===== src/rtl/addsub_pkg.sv =====
// Shared types and elaboration helpers for the chunked adder/subtractor.
// Saturating mode is selected in addsub_seq by defining ADDSUB_SATURATE_EN.
package addsub_pkg;

  typedef enum logic [1:0] {
    IDLE,
    CALC,
    DONE
  } state_t;

  function automatic int unsigned nchunk(input int unsigned width, input int unsigned chunk);
    return (chunk == 0) ? 0 : width / chunk;
  endfunction

  // Width of a counter indexing n items; never narrower than one bit.
  function automatic int unsigned idx_w(input int unsigned n);
    return (n <= 1) ? 1 : $clog2(n);
  endfunction

endpackage


===== src/rtl/addsub_chunk.sv =====
// One CHUNK-bit ripple-carry slice; also exposes the carry into its top bit
// so the caller can derive signed overflow on the most significant chunk.
module addsub_chunk #(
  parameter int unsigned CHUNK = 8
) (
  input  logic [CHUNK-1:0] a,
  input  logic [CHUNK-1:0] b_op,
  input  logic             cin,
  output logic [CHUNK-1:0] s,
  output logic             cout,
  output logic             cin_msb
);

  logic [CHUNK:0] w_c;

  always_comb begin
    w_c    = '0;
    s      = '0;
    w_c[0] = cin;
    for (int unsigned i = 0; i < CHUNK; i++) begin
      s[i]     = a[i] ^ b_op[i] ^ w_c[i];
      w_c[i+1] = (a[i] & b_op[i]) | (w_c[i] & (a[i] ^ b_op[i]));
    end
  end

  assign cout    = w_c[CHUNK];
  assign cin_msb = w_c[CHUNK-1];

endmodule


===== src/rtl/addsub_seq.sv =====
// Multi-cycle two's-complement add/sub, CHUNK bits per clock through one slice.
// Define ADDSUB_SATURATE_EN to clamp the sum on signed overflow.
module addsub_seq
  import addsub_pkg::*;
#(
  parameter int unsigned WIDTH = 32,
  parameter int unsigned CHUNK = 8
) (
  input  logic             clk,
  input  logic             reset,
  input  logic             in_valid,
  output logic             in_ready,
  input  logic [WIDTH-1:0] a,
  input  logic [WIDTH-1:0] b,
  input  logic             sel,
  output logic             out_valid,
  input  logic             out_ready,
  output logic [WIDTH-1:0] sum,
  output logic             c_out,
  output logic             over_flow
);

  localparam int unsigned     NCHUNK   = nchunk(WIDTH, CHUNK);
  localparam int unsigned     IW       = idx_w(NCHUNK);
  localparam logic [IW-1:0]   LAST_IDX = IW'(NCHUNK - 1);

  generate
    if ((CHUNK == 0) || (NCHUNK == 0) || (WIDTH != NCHUNK * CHUNK)) begin : g_cfg_check
      $error("addsub_seq: WIDTH must be a non-zero multiple of CHUNK");
    end
  endgenerate

  state_t           r_state;
  state_t           w_state_nxt;
  logic [WIDTH-1:0] r_a;
  logic [WIDTH-1:0] r_bop;
  logic             r_sel;
  logic             r_carry;
  logic [IW-1:0]    r_idx;
  logic [WIDTH-1:0] r_sum;
  logic             r_cout;
  logic             r_ovf;

  logic [CHUNK-1:0] w_a_ch;
  logic [CHUNK-1:0] w_b_ch;
  logic [CHUNK-1:0] w_s;
  logic             w_cout;
  logic             w_cin_msb;
  logic             w_ovf;
  logic             w_last;
  logic [WIDTH-1:0] w_sum_merged;
  logic [WIDTH-1:0] w_sum_final;

  // State register
  always_ff @(posedge clk) begin
    if (reset) begin
      r_state <= IDLE;
    end else begin
      r_state <= w_state_nxt;
    end
  end

  always_comb begin
    w_state_nxt = r_state;
    unique case (r_state)
      IDLE:    if (in_valid) w_state_nxt = CALC;
      CALC:    if (r_idx == LAST_IDX) w_state_nxt = DONE;
      DONE:    if (out_ready) w_state_nxt = IDLE;
      default: w_state_nxt = IDLE;
    endcase
  end

  assign in_ready  = (r_state == IDLE);
  assign out_valid = (r_state == DONE);
  assign w_last    = (r_state == CALC) && (r_idx == LAST_IDX);

  // Select the operand chunk addressed by the running index.
  always_comb begin
    w_a_ch = '0;
    w_b_ch = '0;
    for (int unsigned k = 0; k < NCHUNK; k++) begin
      if (r_idx == IW'(k)) begin
        w_a_ch = r_a[k*CHUNK +: CHUNK];
        w_b_ch = r_bop[k*CHUNK +: CHUNK];
      end
    end
  end

  addsub_chunk #(
    .CHUNK (CHUNK)
  ) u_chunk (
    .a       (w_a_ch),
    .b_op    (w_b_ch),
    .cin     (r_carry),
    .s       (w_s),
    .cout    (w_cout),
    .cin_msb (w_cin_msb)
  );

  assign w_ovf = w_cout ^ w_cin_msb;

  always_comb begin
    w_sum_merged = r_sum;
    for (int unsigned k = 0; k < NCHUNK; k++) begin
      if (r_idx == IW'(k)) begin
        w_sum_merged[k*CHUNK +: CHUNK] = w_s;
      end
    end
  end

`ifdef ADDSUB_SATURATE_EN
  localparam logic [WIDTH-1:0] SAT_POS = {WIDTH{1'b1}} >> 1;
  localparam logic [WIDTH-1:0] SAT_NEG = ~SAT_POS;

  // On overflow the true result carries the sign of operand a.
  always_comb begin
    w_sum_final = w_sum_merged;
    if (w_ovf) begin
      w_sum_final = r_a[WIDTH-1] ? SAT_NEG : SAT_POS;
    end
  end
`else
  assign w_sum_final = w_sum_merged;
`endif

  always_ff @(posedge clk) begin
    if (reset) begin
      r_a     <= '0;
      r_bop   <= '0;
      r_sel   <= 1'b0;
      r_carry <= 1'b0;
      r_idx   <= '0;
      r_sum   <= '0;
      r_cout  <= 1'b0;
      r_ovf   <= 1'b0;
    end else begin
      unique case (r_state)
        IDLE: begin
          if (in_valid) begin
            r_a     <= a;
            r_bop   <= b ^ {WIDTH{sel}};
            r_sel   <= sel;
            r_carry <= sel;
            r_idx   <= '0;
          end
        end
        CALC: begin
          r_carry <= w_cout;
          if (w_last) begin
            r_sum  <= w_sum_final;
            r_cout <= w_cout ^ r_sel;
            r_ovf  <= w_ovf;
            r_idx  <= '0;
          end else begin
            r_sum  <= w_sum_merged;
            r_idx  <= r_idx + 1'b1;
          end
        end
        default: ;
      endcase
    end
  end

  assign sum       = r_sum;
  assign c_out     = r_cout;
  assign over_flow = r_ovf;

endmodule


===== config.mk =====
export PLATFORM = sky130hd
export DESIGN_NAME = addsub_seq
export DESIGN_NICKNAME = d
export VERILOG_FILES = /design/src/rtl/addsub_pkg.sv /design/src/rtl/addsub_chunk.sv /design/src/rtl/addsub_seq.sv
export SDC_FILE = /design/constraint.sdc
export NUM_CORES = 1
export LEC_CHECK = 0
export BUFFER_PORTS_ARGS = -buffer_cell sky130_fd_sc_hd__buf_2
export CAP_MARGIN = 20
export CORE_ASPECT_RATIO = 2
export CORE_MARGIN = 4
export CORE_UTILIZATION = 24
export DETAILED_ROUTE_END_ITERATION = 10
export PLACE_DENSITY = 0.52
export SYNTH_ARGS = -nofsm -noshare
export SYNTH_HDL_FRONTEND = slang
export SYNTH_SLANG_ARGS = --single-unit
export TNS_END_PERCENT = 20

===== constraint.sdc =====
create_clock -name clk -period 5.1 [get_ports clk]
set_clock_uncertainty 0.1 [all_clocks]
set_input_delay 0.51 -clock clk [delete_from_list [all_inputs] [get_ports clk]]
set_output_delay 0.51 -clock clk [all_outputs]
set_load 0.05 [all_outputs]

## Yosys cells after proc, flatten, opt, wreduce, memory -nomap -nowiden

Index checks and enable logic that the tools add are counted.

| word-level totals | value |
|---|---|
| register bits | 104 |
| output and inout port bits | 36 |
| word-level logic and storage cells | 93 |
| input bits | 69 |

| cells by class | value |
|---|---|
| mux-type cells | 17 |
| reduce and logical (&&, ||, !) cells | 12 |
| $add $sub $neg | 1 |
| equal/unequal tests | 8 |
| bitwise gates (word level) | 43 |

Operator list:

| operator | count |
|---|---|
| $mux W8 | 8 |
| $xor A32 B32 Y32 | 1 |
| $xor A1 B1 Y1 | 18 |
| $and A1 B1 Y1 | 16 |
| $reduce_and A2 Y1 | 7 |
| $mux W2 | 5 |
| $or A1 B1 Y1 | 8 |
| $eq A2 B2 Y1 const B | 3 |
| $pmux W2 S3 | 1 |
| $eq A2 B1 Y1 const B | 2 |
| $logic_not A2 Y1 | 2 |
| $ne A2 B1 Y1 const B | 2 |
| $pmux W2 S2 | 1 |
| $reduce_and A3 Y1 | 1 |
| $add A2 B1 Y2 const B | 1 |
| $ne A2 B2 Y1 const B | 1 |
| $pmux W1 S2 | 1 |
| $reduce_bool A2 Y1 | 1 |
| $logic_and A1 B1 Y1 | 1 |
| $mux W1 | 1 |

## Longest topological paths before layout

Gate-level depths: netlist (run 1).

| logic depth | value |
|---|---|
| depth in word-level cells | 23 |
| mapped depth | 22 |

## Modules after synthesis

Synthesis (run 1) repeated with hierarchy kept, for this count alone.

| unflattened totals | value |
|---|---|
| cells, all modules | 538 |
| area total of the unflattened synthesis | 4674.5 um^2 |

Modules (own cells, without submodules):

| module | seq. area each (um^2) | area an instance (um^2) | instances | cells each |
|---|---|---|---|---|
| addsub_seq | 2082.0 | 4476.8 | 1 | 520 |
| addsub_chunk | 0.0 | 197.7 | 1 | 18 |

## Least setup slack after synthesis (run 1)

No wires, ideal clock.

| path | value |
|---|---|
| path kind | register to register |
| start | reg r_idx[1] |
| end | reg r_sum[15], in the netlist sum[15] |
| arrival | 4602 ps |
| cell stages (with the launch flop) | 22 |
| clock period less this slack | 4829 ps |
| required time | 4872 ps |
| path slack | 271 ps |
| cell sequence | dfxtp_1 -> inv_1 -> ha_1 -> buf_2 -> nor2b_1 -> clkbuf_2 -> buf_2 -> a221o_1 -> a22oi_1 -> fa_1 -> fa_1 -> fa_1 -> fa_1 -> fa_1 -> inv_1 -> fa_1 -> inv_1 -> fa_1 -> inv_1 -> fa_1 -> mux2i_1 -> nor2_1 |

| between the ends | value |
|---|---|
| word-level cells in the longest chain between the ends | 21 |

RTL lines:

| item | RTL line | source |
|---|---|---|
| start: declaration | addsub_seq.sv:39 | `logic [IW-1:0] r_idx;` |
| start signal: assignment | addsub_seq.sv:156 | `r_idx <= r_idx + 1'b1;` |
| $logic_not A2 Y1 | addsub_seq.sv:82 | `if (r_idx == IW'(k)) begin` |
| $mux W8 (4 in series) | addsub_seq.sv:82 |  |
| $xor A1 B1 Y1 | addsub_chunk.sv:22 | `w_c[i+1] = (a[i] & b_op[i]) \| (w_c[i] & (a[i] ^ b_op[i]));` |
| $and A1 B1 Y1 | addsub_chunk.sv:22 |  |
| $or A1 B1 Y1 | addsub_chunk.sv:22 |  |
| $and A1 B1 Y1 | addsub_chunk.sv:22 |  |
| $or A1 B1 Y1 | addsub_chunk.sv:22 |  |
| $and A1 B1 Y1 | addsub_chunk.sv:22 |  |
| (+3 left out) | - |  |
| $and A1 B1 Y1 | addsub_chunk.sv:22 |  |
| $or A1 B1 Y1 | addsub_chunk.sv:22 |  |
| $and A1 B1 Y1 | addsub_chunk.sv:22 |  |
| $or A1 B1 Y1 | addsub_chunk.sv:22 |  |
| $and A1 B1 Y1 | addsub_chunk.sv:22 |  |
| $or A1 B1 Y1 | addsub_chunk.sv:22 |  |
| $xor A1 B1 Y1 * | addsub_chunk.sv:21 | `s[i] = a[i] ^ b_op[i] ^ w_c[i];` |
| named net u_chunk.s[7] | addsub_chunk.sv:9 | `output logic [CHUNK-1:0] s,` |
| end signal: assignment | addsub_seq.sv:150 | `r_sum <= w_sum_final;` |
| end signal: assignment | addsub_seq.sv:155 | `r_sum <= w_sum_merged;` |
| end: declaration | addsub_seq.sv:40 | `logic [WIDTH-1:0] r_sum;` |

The timed path passes the listed nets; every way through them passes the cells marked *.
A chain may end at the register's enable or synchronous reset.

## Worst setup path after layout (run 1)

| path | value |
|---|---|
| start | reg r_idx[0] |
| end | reg r_sum[7], in the netlist sum[7] |

Same word-level chain as after synthesis.

==> summary.md, run 1 <==
| Metric | Value |
|---|---|
| Outcome | `complete, no violations` |
| Switch share | `0.2860` |
| Met2 Use GR | `0.2342` |
| Flop pwr share | `0.477` |
| Compound-Gate Fraction of Synth Area | `0.2133` |
| HP Class | `in2reg` |
| Antenna violations before repair | `0` |
| Vias in the first global route | `3752` |
| Mean Syn Cell Area | `8.849 µm²` |
| Die area | `21860 µm²` |
| Crit. End Element | `flip-flop` |
| GRT Resource Usage Total | `0.1235` |
| Final instance area | `5589 µm²` |
| Clk pin slew, worst setup/hold paths | `70 ps` |
| WP data arrival | `4880 ps` |
| Critical Path Fanout Max | `17` |
| Share of cells above drive strength 1 | `0.2226` |
| Max VDD drop | `0.1499 mV` |
| CTS sink cnt | `104` |
| Clk pwr share | `0.351` |
| Clock tree root driver cell | `clkbuf_16` |
| Startpoint Class | `flip-flop` |
| #FFs+latches synth | `104` |
| Post-Place Setup Slack | `281.7 ps` |
| Longest Clk Path Bufs | `2` |
| Logic gate share of total power | `0.172` |
| Layout net count | `679` |
| Busiest layer in global routing | `met2` |
| Final Hold Viols | `0` |
| Synth Area in Adders | `0.04508` |
| Worst skew pair latency | `340 ps` |
| I/O pins | `105` |
| Synth area leader | `dfxtp_1` |
| Synthesis-to-finish area growth | `19.86%` |
| PortBufs | `104` |
| CTS Buf Count | `9` |
| FF/Latch Area | `2082 µm²` |
| Leakage | `2.158 nW` |
| Core area | `18920 µm²` |
| Minimum clock period | `4775 ps` |
| Setup WS post-layout | `325.4 ps` |
| Yosys warnings | `0` |
| Horiz. Die Dim | `106.6 µm` |
| Most numerous cell in the Yosys netlist | `dfxtp_1` |
| Antenna cells | `0` |
| Maxcap violations | `0` |
| Largest net degree at the start of global routing | `86` |
| Sw Pwr | `0.0005363 W` |
| Multiplexer share of the synthesized area | `0.02146` |
| DRT Pass-1 Iters | `4` |
| Design internal power | `0.001338 W` |
| Largest stage delay, worst path | `480 ps` |
| First DRT Iteration DRCs | `155` |
| First-pass GRT wire length | `20380 µm` |
| DRC errors left | `0` |
| Top post-synthesis cells by count | `104 x dfxtp_1, 72 x nor2_1, 70 x nand2_1` |
| Post-detailed-route count of antenna-violating nets | `0` |
| Fillers | `2062` |
| Synth top area share | `0.4465` |
| Gr ovfl total | `0` |
| Pwr Density | `335.4 nW/µm²` |
| R2R Setup Slk | `330 ps` |
| Initial core utilization | `0.2464` |
| Final setup fails | `0` |
| Syn Inst Count | `527` |
| Pins Over Slew Limit | `0` |
| Via-per-instance ratio | `4.384` |
| Synth Flop Type | `dfxtp_1` |
| Detailed-placement wirelength estimate | `10290 µm` |
| RSZ-0062 raised after global routing | `false` |
| Syn nets | `608` |
| Final Core Density | `0.2954` |
| Number of synthesized flops with an enable pin | `0` |
| Seq/Total Area, Yosys | `0.4465` |
| Post-Route WL | `13390 µm` |
| Post-Syn Area | `4663 µm²` |
| Placer Congestion | `0.7788` |
| Final worst-path cycle share | `0.9362` |
| Synth Area in Simple Gates | `0.1382` |
| Floorplan row count | `71` |
| CP Data Required Time | `5210 ps` |
| Routed via count | `3757` |
| Post-synthesis xor/xnor area fraction | `0.06386` |
| Max Clk Rate | `209.4 MHz` |
| CTS tree | `yes` |
| Routed wire per std cell | `15.62 µm` |
| Crit Path Class | `reg2reg` |
| Multi-input logic area | `2257 µm²` |
| GR Layer Usage met3 | `0.01798` |
| Worst path cell trace | `ha_1 > buf_4 > a221o_1 > a22oi_1 > fa_1 > fa_1 > fa_1 > fa_1 > fa_1 > inv_1 > fa_1 > inv_1 > fa_1 > inv_1 > fa_1 > mux2i_1 > nor2_1` |
| Cell variety after synth | `29` |
| H-tree depth reported by CTS | `3` |
| Synth top area cells | `dfxtp_1 45%, a211oi_1 8.2%, nor2_1 5.8%, nand2_1 5.6%, xnor2_1 5.3%` |
| Asr flop ratio synth | `0` |
| Most frequent CP cell | `fa_1` |
| Worst Max-Slew Pin Slew | `925.5 ps` |
| Setup tns final | `0 ps` |
| M1 GR Usage | `0.1297` |
| Die extent in y | `205.1 µm` |
| Largest family of logic cells by synthesized area | `compound AO/OA/AOI/OAI gates` |
| Slowest stage cell, crit path | `fa_1` |
| Max_slew headroom | `0.3830` |
| Placed Instance Area | `5305 µm²` |
[cell usage in the layout, fill, tap and decap left out, types with 10 or more instances in the layout]
cell,netlist,layout
a211oi_1,51,51
a21oi_1,46,46
a221o_1,12,12
a22oi_1,14,14
buf_2,21,103
dfxtp_1,104,104
inv_1,20,20
mux2i_1,10,10
nand2_1,70,70
nor2_1,72,72
xnor2_1,28,28
[flip-flops by register name, summed over array words and instances (netlist names)]
signal / count
r_state: 2
over_flow: 1
r_bop: 32
sum: 32
r_sel: 1
r_a: 32
r_carry: 1
c_out: 1
r_idx: 2
[power groups by stage]
stage                     sequential [W]  clock (W)  combinational, W
after floorplan                 0.000931          0          0.000201
after CTS                       0.000894   0.000687          0.000329
final                           0.000894   0.000659          0.000322
after global placement          0.000913          0          0.000324
after detailed placement        0.000913          0          0.000329
after global routing            0.000898   0.000713          0.000357
[per-stage QoR]
stage               total power [W]  hold slack, ps  cells
floorplan                  0.001133           336.1    527
global placement           0.001237           343.8    842
detailed placement         0.001242           349.9    842
CTS                        0.001910           290.7    857
global route               0.001968           298.6    857
finish                     0.001875           303.2    857
[kinds of logic after synthesis]
group	count (synthesis)
AO/OA/AOI/OAI	139
XOR/XNOR	34
adder cells (fa/ha/maj)	12
buffers and inverters	71
flip-flops	104
multiplexers	10
AND/OR/NAND/NOR	157
[path summary, 6_finish.rpt]
kind	startpoint	end	cells past startpoint
max	r_idx[0]	sum[7]	17
min	a[21]	r_a[21]	3
max reg2reg	r_idx[0]	sum[7]	17
min reg2reg	r_a[15]	r_a[15]	2
[routing by layer]
layer | share of wire | vias to the layer above
li1 | - | 1939
met1 | 0.37 | 1713
met2 | 0.56 | 90
met3 | 0.035 | 15
met4 | 0.031 | 0
met5 | 0 | -
[cell type report]
class / count / area share
tap: 255 / 0.05709
clock inverter: 4 / 0.004925
inverter: 20 / 0.01343
sequential: 104 / 0.3725
clock buffer: 11 / 0.04522
multi-input combinational: 352 / 0.4038
timing repair buffer: 111 / 0.1030
[what timing repair did]
action                     CTS  global route
buffers inserted             0             0
resized for setup            0             2
hold buffers                 0             0
setup endpoints to repair    0             3
[critical path: cells and delay by family (launching register included)]
family                     cells  cell delay [ps]
DFF                            1              410
muxes                          1              170
AOI/OAI and AO/OA              2              250
buffers and inverters          4              420
and+or+nand+nor                1               50
adders and majority gates      9             3220
Note: power is estimated with default switching activity, not from simulation.
==> run 2: changes to the inputs <==
--- a/config.mk
+++ b/config.mk
@@ -12,6 +12,7 @@
 export CORE_UTILIZATION = 24
 export DETAILED_ROUTE_END_ITERATION = 10
 export PLACE_DENSITY = 0.52
+export RECOVER_POWER = 25
 export SYNTH_ARGS = -nofsm -noshare
 export SYNTH_HDL_FRONTEND = slang
 export SYNTH_SLANG_ARGS = --single-unit
==> run 2 against run 1 <==
  * Die area stayed put
  * Sequential share of layout area rose by 0.27 points
  * Clock power is essentially flat
  * Register-to-register slack hardly changed
  * Critical endpoint unchanged
  * Largest power group unchanged
==> summary.md, run 2 (synthesized netlist as in run 1, its figures left out) <==
| Metric | Value |
|---|---|
| Antenna violations before repair | `0 (unchanged)` |
| Layout net count | `679 (unchanged)` |
| Routed via count | `3750 (-0.19%)` |
| Detailed-placement wirelength estimate | `10290 µm (unchanged)` |
| Floorplan row count | `71 (unchanged)` |
| DRT Pass-1 Iters | `4 (unchanged)` |
| Largest stage delay, worst path | `480 ps (about the same)` |
| Vias in the first global route | `3752 (unchanged)` |
| Gr ovfl total | `0 (unchanged)` |
| Horiz. Die Dim | `106.6 µm (unchanged)` |
| Startpoint Class | `flip-flop` |
| Share of cells above drive strength 1 | `0.1694 (-0.05316)` |
| Max Clk Rate | `209.5 MHz (about the same)` |
| Setup tns final | `0 ps (unchanged)` |
| Final worst-path cycle share | `0.9359 (about the same)` |
| Worst path cell trace | `ha_1 > buf_4 > a221o_1 > a22oi_1 > fa_1 > fa_1 > fa_1 > fa_1 > fa_1 > inv_1 > fa_1 > inv_1 > fa_1 > inv_1 > fa_1 > mux2i_1 > nor2_1` |
| Leakage | `2.021 nW (-6.3%)` |
| Most common cell after layout, fill and taps aside | `dfxtp_1` |
| Placer Congestion | `0.7788 (unchanged)` |
| Longest Clk Path Bufs | `2 (unchanged)` |
| Crit Path Class | `reg2reg` |
| Routed wire per std cell | `15.66 µm (+0.23%)` |
| Final Hold Viols | `0 (unchanged)` |
| Largest net degree at the start of global routing | `86 (unchanged)` |
| Final Core Density | `0.2933 (-0.002116)` |
| Clk pin slew, worst setup/hold paths | `70 ps (about the same)` |
| Overall Power | `0.001871 W (-0.18%)` |
| Min Hold Slack | `303.7 ps (+0.5580 ps)` |
| Crit. End Element | `flip-flop` |
| HP Class | `in2reg` |
| Most frequent CP cell | `fa_1` |
| Worst skew pair latency | `340 ps (about the same)` |
| Post-Route WL | `13420 µm (+0.23%)` |
| Final setup fails | `0 (unchanged)` |
| GRT Resource Usage Total | `0.1235 (unchanged)` |
| Final instance area | `5549 µm² (-0.72%)` |
| Max VDD drop | `0.1497 mV (-0.18%)` |
| Via-per-instance ratio | `4.376 (-0.19%)` |
| # hold bufs at CTS | `0 (unchanged)` |
| RSZ-0062 raised after global routing | `false` |
| Most frequent cells in the layout | `104 x dfxtp_1, 72 x nor2_1, 71 x buf_2` |
| Minimum clock period | `4773 ps (-1.390 ps)` |
| I/O pins | `105 (unchanged)` |
| Die area | `21860 µm² (unchanged)` |
| WP data arrival | `4880 ps (about the same)` |
| H-tree depth reported by CTS | `3 (unchanged)` |
| Outcome | `complete, no violations` |
| CP Data Required Time | `5210 ps (about the same)` |
| Worst Max-Slew Pin Slew | `908.7 ps (-16.83 ps)` |
| Max_slew headroom | `0.3942 (+0.01122)` |
| Core area | `18920 µm² (unchanged)` |
| Slowest stage cell, crit path | `fa_1` |
| Die extent in y | `205.1 µm (unchanged)` |
| Placed Instance Area | `5305 µm² (unchanged)` |
| First DRT Iteration DRCs | `160 (+3.2%)` |
| Critical Path Fanout Max | `17 (unchanged)` |
| Synthesis-to-finish area growth | `19.00%` |
| Maxcap violations | `0 (unchanged)` |
| CTS sink cnt | `104 (unchanged)` |
| First-pass GRT wire length | `20380 µm (unchanged)` |
| PortBufs | `104 (unchanged)` |
| DRC errors left | `0 (unchanged)` |
| Initial core utilization | `0.2464 (unchanged)` |
| CTS Buf Count | `9 (unchanged)` |
| Pins Over Slew Limit | `0 (unchanged)` |
| CTS tree | `yes` |
| Pwr Density | `337.3 nW/µm² (+0.54%)` |
| Post-detailed-route count of antenna-violating nets | `0 (unchanged)` |
| Antenna cells | `0 (unchanged)` |
| Clock tree root driver cell | `clkbuf_16` |
## run 2: cell count changes in the layout (fill, tap and decap cells not counted), sizes merged
cell,delta
buf,-32
clkbuf,+32
## run 2: final cells by class
| class | count | area (µm²) |
|---|---|---|
| repair buffers | 111 | 535.5 |
| clock buffers | 11 | 252.7 |
| multi-input cells | 352 | 2257 |
| clock inverters | 4 | 27.53 |
| flip-flops and latches | 104 | 2082 |
| fillers | 2076 | 13370 |
| inverters | 20 | 75.07 |
| well taps | 255 | 319.1 |
## run 2: repair_timing
action	in CTS	in global routing
buffers inserted	0	0
endpoints found under the setup margin	0	3
resized for setup	0	2
## run 2: path summary, 6_finish.rpt
path	from	end	slack, ps	depth (start not counted)
worst min register to register	r_a[20]	r_a[20]	360	2
worst min-delay path	a[21]	r_a[21]	300	3
worst max register to register	r_idx[0]	sum[7]	330	17
worst max-delay path	r_idx[0]	sum[7]	330	17
## run 2: metal layers
layer	up-vias	track usage	share of wire
li1	1943	-	-
met1	1706	0.1297	0.38
met2	86	0.2342	0.56
met3	15	0.01798	0.033
met4	0	0.06081	0.031
met5	-	0	0
## run 2: through the flow
stage,setup WS [ps],instances
2_1_floorplan,270.8,527
3_3_place_gp,367.1,842
3_5_place_dp,281.7,842
4_1_cts,276.2,857
5_1_grt,14.29,857
6_report,326.8,857
## run 2: where the power goes
| group | switching, W | internal [W] | leakage [nW] |
|---|---|---|---|
| sequential | 0.0000339 | 0.000860 | 0.853 |
| clock | 0.000301 | 0.000357 | 0.142 |
| combinational | 0.000201 | 0.000118 | 1.03 |
## run 2: critical path: cells and delay by family, from the launching register on
family,cells,cell delay [ps]
buffers and inverters,4,430
muxes,1,170
DFF,1,410
AOI/OAI and AO/OA,2,250
adders and majority gates,9,3230
and+or+nand+nor,1,50
